==> src/rtl/mem_bus_pkg.sv <==
// Shared state encoding and widths for the memory bus master.
// CPU-side benches decode the FSM state with these constants.
package mem_bus_pkg;

   localparam int INSTR_WIDTH = 16;
   localparam int BYTE_W      = INSTR_WIDTH / 2;
   localparam int STATE_W     = 3;

   localparam logic [STATE_W-1:0] ENC_IDLE     = 3'd0;
   localparam logic [STATE_W-1:0] ENC_FETCH_LO = 3'd1;
   localparam logic [STATE_W-1:0] ENC_FETCH_HI = 3'd2;
   localparam logic [STATE_W-1:0] ENC_LOAD     = 3'd3;
   localparam logic [STATE_W-1:0] ENC_ST_DATA  = 3'd4;
   localparam logic [STATE_W-1:0] ENC_ST_ADDR  = 3'd5;

   typedef enum logic [STATE_W-1:0] {
      S_IDLE     = ENC_IDLE,
      S_FETCH_LO = ENC_FETCH_LO,
      S_FETCH_HI = ENC_FETCH_HI,
      S_LOAD     = ENC_LOAD,
      S_ST_DATA  = ENC_ST_DATA,
      S_ST_ADDR  = ENC_ST_ADDR
   } state_e;

endpackage

==> src/rtl/mem_bus_master_if.sv <==
// Shared memory bus: address/data lines, write strobe, read data.
interface mem_bus_master_if #(
   parameter int ADDR_WIDTH = 15,
   parameter int DATA_WIDTH = 8
);

   logic [ADDR_WIDTH-1:0] memReqBus;
   logic                  memWriteReq;
   logic [DATA_WIDTH-1:0] read_data;

   modport master (
      output memReqBus,
      output memWriteReq,
      input  read_data
   );

   modport slave (
      input  memReqBus,
      input  memWriteReq,
      output read_data
   );

endinterface

==> src/rtl/mem_bus_master.sv <==
// Fetch/load/store bus master for the 8-bit shared-bus memory.
// Optional MEM_BUS_ALIGN_CHECK_EN rejects odd fetch addresses.
module mem_bus_master
   import mem_bus_pkg::*;
#(
   parameter int ADDR_WIDTH = 15,
   parameter int DATA_WIDTH = 8
) (
   input  logic                   clk,
   input  logic                   reset,
   input  logic                   fetch_req,
   input  logic [ADDR_WIDTH-1:0]  fetch_pc,
   output logic [INSTR_WIDTH-1:0] instr,
   output logic                   instr_valid,
   input  logic                   ld_req,
   input  logic                   st_req,
   input  logic [ADDR_WIDTH-1:0]  ls_addr,
   input  logic [DATA_WIDTH-1:0]  st_data,
   output logic [DATA_WIDTH-1:0]  ld_data,
   output logic                   ls_done,
   output logic                   align_err,
   output logic                   busy,
   mem_bus_master_if.master       mem
);

   state_e                   state_q;
   logic [ADDR_WIDTH-1:0]    addr_q;
   logic [DATA_WIDTH-1:0]    data_q;
   logic [INSTR_WIDTH-1:0]   instr_q;
   logic [DATA_WIDTH-1:0]    ld_data_q;
   logic                     instr_valid_q;
   logic                     ls_done_q;
`ifdef MEM_BUS_ALIGN_CHECK_EN
   logic                     align_err_q;
`endif

   always_ff @(posedge clk or negedge reset) begin
      if (!reset) begin
         state_q       <= S_IDLE;
         addr_q        <= '0;
         data_q        <= '0;
         instr_q       <= '0;
         ld_data_q     <= '0;
         instr_valid_q <= 1'b0;
         ls_done_q     <= 1'b0;
`ifdef MEM_BUS_ALIGN_CHECK_EN
         align_err_q   <= 1'b0;
`endif
      end else begin
         instr_valid_q <= 1'b0;
         ls_done_q     <= 1'b0;
`ifdef MEM_BUS_ALIGN_CHECK_EN
         align_err_q   <= 1'b0;
`endif
         unique case (state_q)
            S_IDLE: begin
               if (st_req) begin
                  state_q <= S_ST_DATA;
                  addr_q  <= ls_addr;
                  data_q  <= st_data;
               end else if (ld_req) begin
                  state_q <= S_LOAD;
                  addr_q  <= ls_addr;
               end else if (fetch_req) begin
`ifdef MEM_BUS_ALIGN_CHECK_EN
                  if (fetch_pc[0]) begin
                     align_err_q <= 1'b1;
                  end else begin
                     state_q <= S_FETCH_LO;
                     addr_q  <= fetch_pc;
                  end
`else
                  state_q <= S_FETCH_LO;
                  addr_q  <= fetch_pc;
`endif
               end
            end
            S_FETCH_LO: begin
               instr_q[BYTE_W-1:0] <= BYTE_W'(mem.read_data);
               state_q             <= S_FETCH_HI;
            end
            S_FETCH_HI: begin
               instr_q[INSTR_WIDTH-1:BYTE_W] <= BYTE_W'(mem.read_data);
               instr_valid_q                 <= 1'b1;
               state_q                       <= S_IDLE;
            end
            S_LOAD: begin
               ld_data_q <= mem.read_data;
               ls_done_q <= 1'b1;
               state_q   <= S_IDLE;
            end
            S_ST_DATA: state_q <= S_ST_ADDR;
            S_ST_ADDR: begin
               ls_done_q <= 1'b1;
               state_q   <= S_IDLE;
            end
            default: state_q <= S_IDLE;
         endcase
      end
   end

   // Bus is a pure function of state so reset drops it to 0 at once.
   always_comb begin
      mem.memReqBus   = '0;
      mem.memWriteReq = 1'b0;
      unique case (state_q)
         S_FETCH_LO: mem.memReqBus = addr_q;
         S_FETCH_HI: mem.memReqBus = addr_q + ADDR_WIDTH'(1);
         S_LOAD:     mem.memReqBus = addr_q;
         S_ST_DATA: begin
            mem.memReqBus   = ADDR_WIDTH'(data_q);
            mem.memWriteReq = 1'b1;
         end
         S_ST_ADDR:  mem.memReqBus = addr_q;
         default:    mem.memReqBus = '0;
      endcase
   end

   assign instr       = instr_q;
   assign instr_valid = instr_valid_q;
   assign ld_data     = ld_data_q;
   assign ls_done     = ls_done_q;
   assign busy        = (state_q != S_IDLE);
`ifdef MEM_BUS_ALIGN_CHECK_EN
   assign align_err   = align_err_q;
`else
   assign align_err   = 1'b0;
`endif

endmodule

==> src/flat_wrapper.sv <==
// flat-port wrapper written by rule: the top's interface ports become plain ports
module mem_bus_master_flat import mem_bus_pkg::*;
#(
   parameter int ADDR_WIDTH = 15,
   parameter int DATA_WIDTH = 8
)
  (clk, reset, fetch_req, fetch_pc, instr, instr_valid, ld_req, st_req, ls_addr, st_data, ld_data, ls_done, align_err, busy, mem_memReqBus, mem_memWriteReq, mem_read_data);
  mem_bus_master_if #(.ADDR_WIDTH(ADDR_WIDTH), .DATA_WIDTH(DATA_WIDTH)) mem_i ();
  input  logic clk;
  input  logic reset;
  input  logic fetch_req;
  input  logic [ADDR_WIDTH-1:0] fetch_pc;
  output logic [INSTR_WIDTH-1:0] instr;
  output logic instr_valid;
  input  logic ld_req;
  input  logic st_req;
  input  logic [ADDR_WIDTH-1:0] ls_addr;
  input  logic [DATA_WIDTH-1:0] st_data;
  output logic [DATA_WIDTH-1:0] ld_data;
  output logic ls_done;
  output logic align_err;
  output logic busy;
  output wire logic [$bits(mem_i.memReqBus)-1:0] mem_memReqBus;
  output wire logic [$bits(mem_i.memWriteReq)-1:0] mem_memWriteReq;
  input wire logic [$bits(mem_i.read_data)-1:0] mem_read_data;
  assign mem_memReqBus = mem_i.memReqBus;
  assign mem_memWriteReq = mem_i.memWriteReq;
  assign mem_i.read_data = mem_read_data;
  mem_bus_master #(.ADDR_WIDTH(ADDR_WIDTH), .DATA_WIDTH(DATA_WIDTH)) u_core (.clk(clk), .reset(reset), .fetch_req(fetch_req), .fetch_pc(fetch_pc), .instr(instr), .instr_valid(instr_valid), .ld_req(ld_req), .st_req(st_req), .ls_addr(ls_addr), .st_data(st_data), .ld_data(ld_data), .ls_done(ls_done), .align_err(align_err), .busy(busy), .mem(mem_i));
endmodule
==> config.mk <==
export PLATFORM = sky130hd
export DESIGN_NAME = mem_bus_master_flat
export DESIGN_NICKNAME = d
export VERILOG_FILES = /design/src/rtl/mem_bus_pkg.sv /design/src/rtl/mem_bus_master_if.sv /design/src/rtl/mem_bus_master.sv /design/src/flat_wrapper.sv
export SDC_FILE = /design/constraint.sdc
export NUM_CORES = 1
export LEC_CHECK = 0
export CORE_UTILIZATION = 45
export DETAILED_ROUTE_END_ITERATION = 10
export DONT_BUFFER_PORTS = 1
export PLACE_DENSITY_LB_ADDON = 0.15
export SLEW_MARGIN = 5
export SYNTH_ARGS = -nofsm -noshare
export SYNTH_HDL_FRONTEND = slang
export SYNTH_SLANG_ARGS = --single-unit
==> constraint.sdc <==
create_clock -name clk -period 5.08 [get_ports clk]
set_input_delay 0.762 -clock clk [delete_from_list [all_inputs] [get_ports clk]]
set_output_delay 0.762 -clock clk [all_outputs]
set_load 0.005 [all_outputs]
==> impl_metrics.yaml <==
sta:
  finalHoldViolCount: 0
  skew_ns: 0.005740
  fin_setup_tns_ns: 0
  period_share: 0.6203
  max_freq_mhz: 317.3
  relSlewSlack: 0.2842
  worst_pin_slew_ns: 1.073
  drv_slew: 0
  rsz0062_at_grt: "no"
  setup_slack_ns: 1.929
  fin_crit_ns: 3.151
  setup_viol: 0
global_route:
  met2_usage: 0.3365
  grt_use_met3: 0.05862
  grt_max_degree: 53
  busiest_layer: "met2"
  grt_first_pass_wirelength_mm: 9.915
  grt_pass1_vias: 1965
  grt-ovfl-total: 0
  grt_usage: 0.2063
  grt_use_met1: 0.2768
  antenna_found_initial: 0
clock_network:
  clk_latency_ns: 0.30
  cts_tree: "yes"
  cts_buffer_depth: 2
  cts_num_sinks: 52
  post_cts_buffers: 0
  cts_inserted_buffers: 5
  cts_max_level: 2
  cts_root_buf: "clkbuf_8"
  cts_hold_buf: 0
  postCtsResizedCells: 0
  clkTransAtPathRegs_ns: 0.09
final_layout:
  syn_to_final_growth_pct: 4.329
  multi_input_area_um2: 1265
  fill_cells: 544
  regArea_um2: 1301
  nNetsFinal: 312
  drive_gt1_frac: 0.1533
  diodes: 0
detailed_routing:
  wl_per_cell_um: 18.04
  drt_iter0_markers: 133
  vias: 1956
  dr.pass1.iters: 4
  viasPerCell: 5.874
  wl_mm: 6.007
  route.detailed.drc: 0
  antenna_left: 0
floorplan:
  ios: 95
  die-area_um2: 6220
  die_width_um: 78.87
  std_cell_rows: 27
  initial_utilization: 0.4741
  core_um2: 5608
  die_y_um: 78.87
critical_path:
  worst-r2r-setup-slack_ns: 2.78
  reg2reg_depth: 3
  crit_required_ns: 4.32
  worstPathArrival_ns: 2.39
  cp_max_fo: 29
  crit_path_end_kind: "output port"
  start_kind: "flip-flop"
  crit_type: "reg2out"
  reg2reg_to: "u_core.addr_q[5]"
  timing.rr.start: "u_core.state_q[0]"
pwr:
  p_total_mw: 1.769
  p_clk_frac: 0.136
  power_switching_mw: 0.7407
  peakVddDrop_mv: 0.3288
  seqPwrFrac: 0.485
  internal-power_mw: 1.028
  pwr-share-comb: 0.379
  power_leakage_nw: 1.185
  p_per_area_nw_per_um2: 637.7
  swShare: 0.4187
synth:
  synth_top_family_by_area: "simple AND/OR/NAND/NOR gates"
  syn_nets: 320
  yosysSeqAreaShare: 0.4894
  synth_compound_area_frac: 0.1412
  ys_seq_elements: 52
  synth-edff-count: 0
  synth_top_area_share: 0.4894
  ys_warn_count: 0
  synth-simple-area-share: 0.1704
  synth_area_leaders: "dfrtp_1 (49%), mux2_2 (10%), mux2i_1 (5.6%)"
  synth.distinct_cells: 51
  syn_avg_cell_area_um2: 9.921
  synthMuxAreaShare: 0.1581
  synthXorXnorAreaFrac: 0
  synth_flop_cell: "dfrtp_1"
  synthAdderAreaFrac: 0.004706
  synth_cells: 268
  yosysTopAreaCell: "dfrtp_1"
  synthArstFlopShare: 1.000
  syn_area_um2: 2659
outcome:
  status: "complete, no violations"
place:
  place.port_buffers: 0
  place_ws_ns: 2.269
  dp_hpwl_mm: 4.310
  gp_congestion: 0.7941
worst_hold_path:
  hold_class: "in2async"
flow_run:
  drv_cap: 0
-- Yosys cell counts, drive strengths merged (2+ instances only) --
library cell	instances
inv	7
nand2	37
or2	2
nor3	4
nand3	8
and2	3
dfrtp	52
o22ai	3
o311ai	2
nand2b	4
clkbuf	10
nor2	22
a21oi	24
nor2b	2
nor4	3
o21ai	8
buf	5
mux2i	15
o22a	2
o211ai	4
or4	2
mux2	24
a22oi	3
-- cell families after synthesis --
kind of cell,count (synthesis)
buf+inv,22
mux,39
compound gates,59
simple gates,94
other cells,1
flops,52
fa+ha+maj,1
-- through the flow --
stage                 util  std cells  cell area, um2  hold WS [ns]
finish              0.4946        333            2774        0.1482
global route        0.4946        333            2774        0.1201
CTS                 0.4946        333            2774        0.1322
detailed placement  0.4784        325            2683        0.4676
global placement    0.4784        325            2683        0.4676
floorplan                -        268            2659        0.4664
-- final cells by class --
class	count	share of cell area
Sequential cell	52	0.4691
Multi-Input combinational cell	194	0.4560
Tap cell	72	0.03248
Clock buffer	5	0.02481
Inverter	7	0.009472
Clock inverter	3	0.008119
-- power groups by stage --
stage	sequential (mW)	clock (mW)	combinational, mW
2_1_floorplan	0.760	0	0.615
5_1_grt	0.896	0.269	0.767
6_report	0.858	0.241	0.670
3_5_place_dp	0.868	0	0.680
4_1_cts	0.862	0.250	0.679
3_3_place_gp	0.864	0	0.656
-- worst max-delay path, stage by stage (launching register included) --
cell	delay, ns
dfrtp_1	0.68
nand2b_2	0.36
or2_4	0.32
inv_1	0.32
a41oi_1	0.17
a31oi_1	0.23
-- worst max-delay path by stage --
stage / slack, ns / depth (start not counted) / to / from
final: 1.93 / 5 / mem_memReqBus[12] / u_core.state_q[0]
after global routing: 1.78 / 5 / mem_memReqBus[8] / u_core.state_q[0]
after CTS: 1.93 / 5 / mem_memReqBus[12] / u_core.state_q[0]
after detailed placement: 2.27 / 5 / mem_memReqBus[12] / u_core.state_q[0]
after global placement: 2.32 / 5 / mem_memReqBus[12] / u_core.state_q[0]
after floorplan: 2.84 / 5 / mem_memReqBus[9] / u_core.addr_q[4]
-- metal layers --
| layer | wire length [um] | share of wire |
|---|---|---|
| met1 | 2628 | 0.44 |
| met2 | 2873 | 0.48 |
| met3 | 480 | 0.080 |
| met4 | 25 | 0.0042 |
| met5 | 0 | 0 |
-- registers in the layout, indices dropped and copies added, names as in the netlist --
name	cells
u_core.instr	16
u_core.addr_q	15
u_core.data_q	8
u_core.ld_data	8
u_core.state_q	3
u_core.instr_valid	1
u_core.ls_done	1
-- cell usage in the layout (no fill, tap or decap), drive strengths merged, types with 5 or more instances in the layout --
cell type	n
nand2	37
o21ai	8
nand3	8
a21oi	24
dfrtp	52
inv	8
mux2i	15
clkbuf	5
nor2	22
mux2	24
No activity file was read; power rests on OpenSTA's default activity.
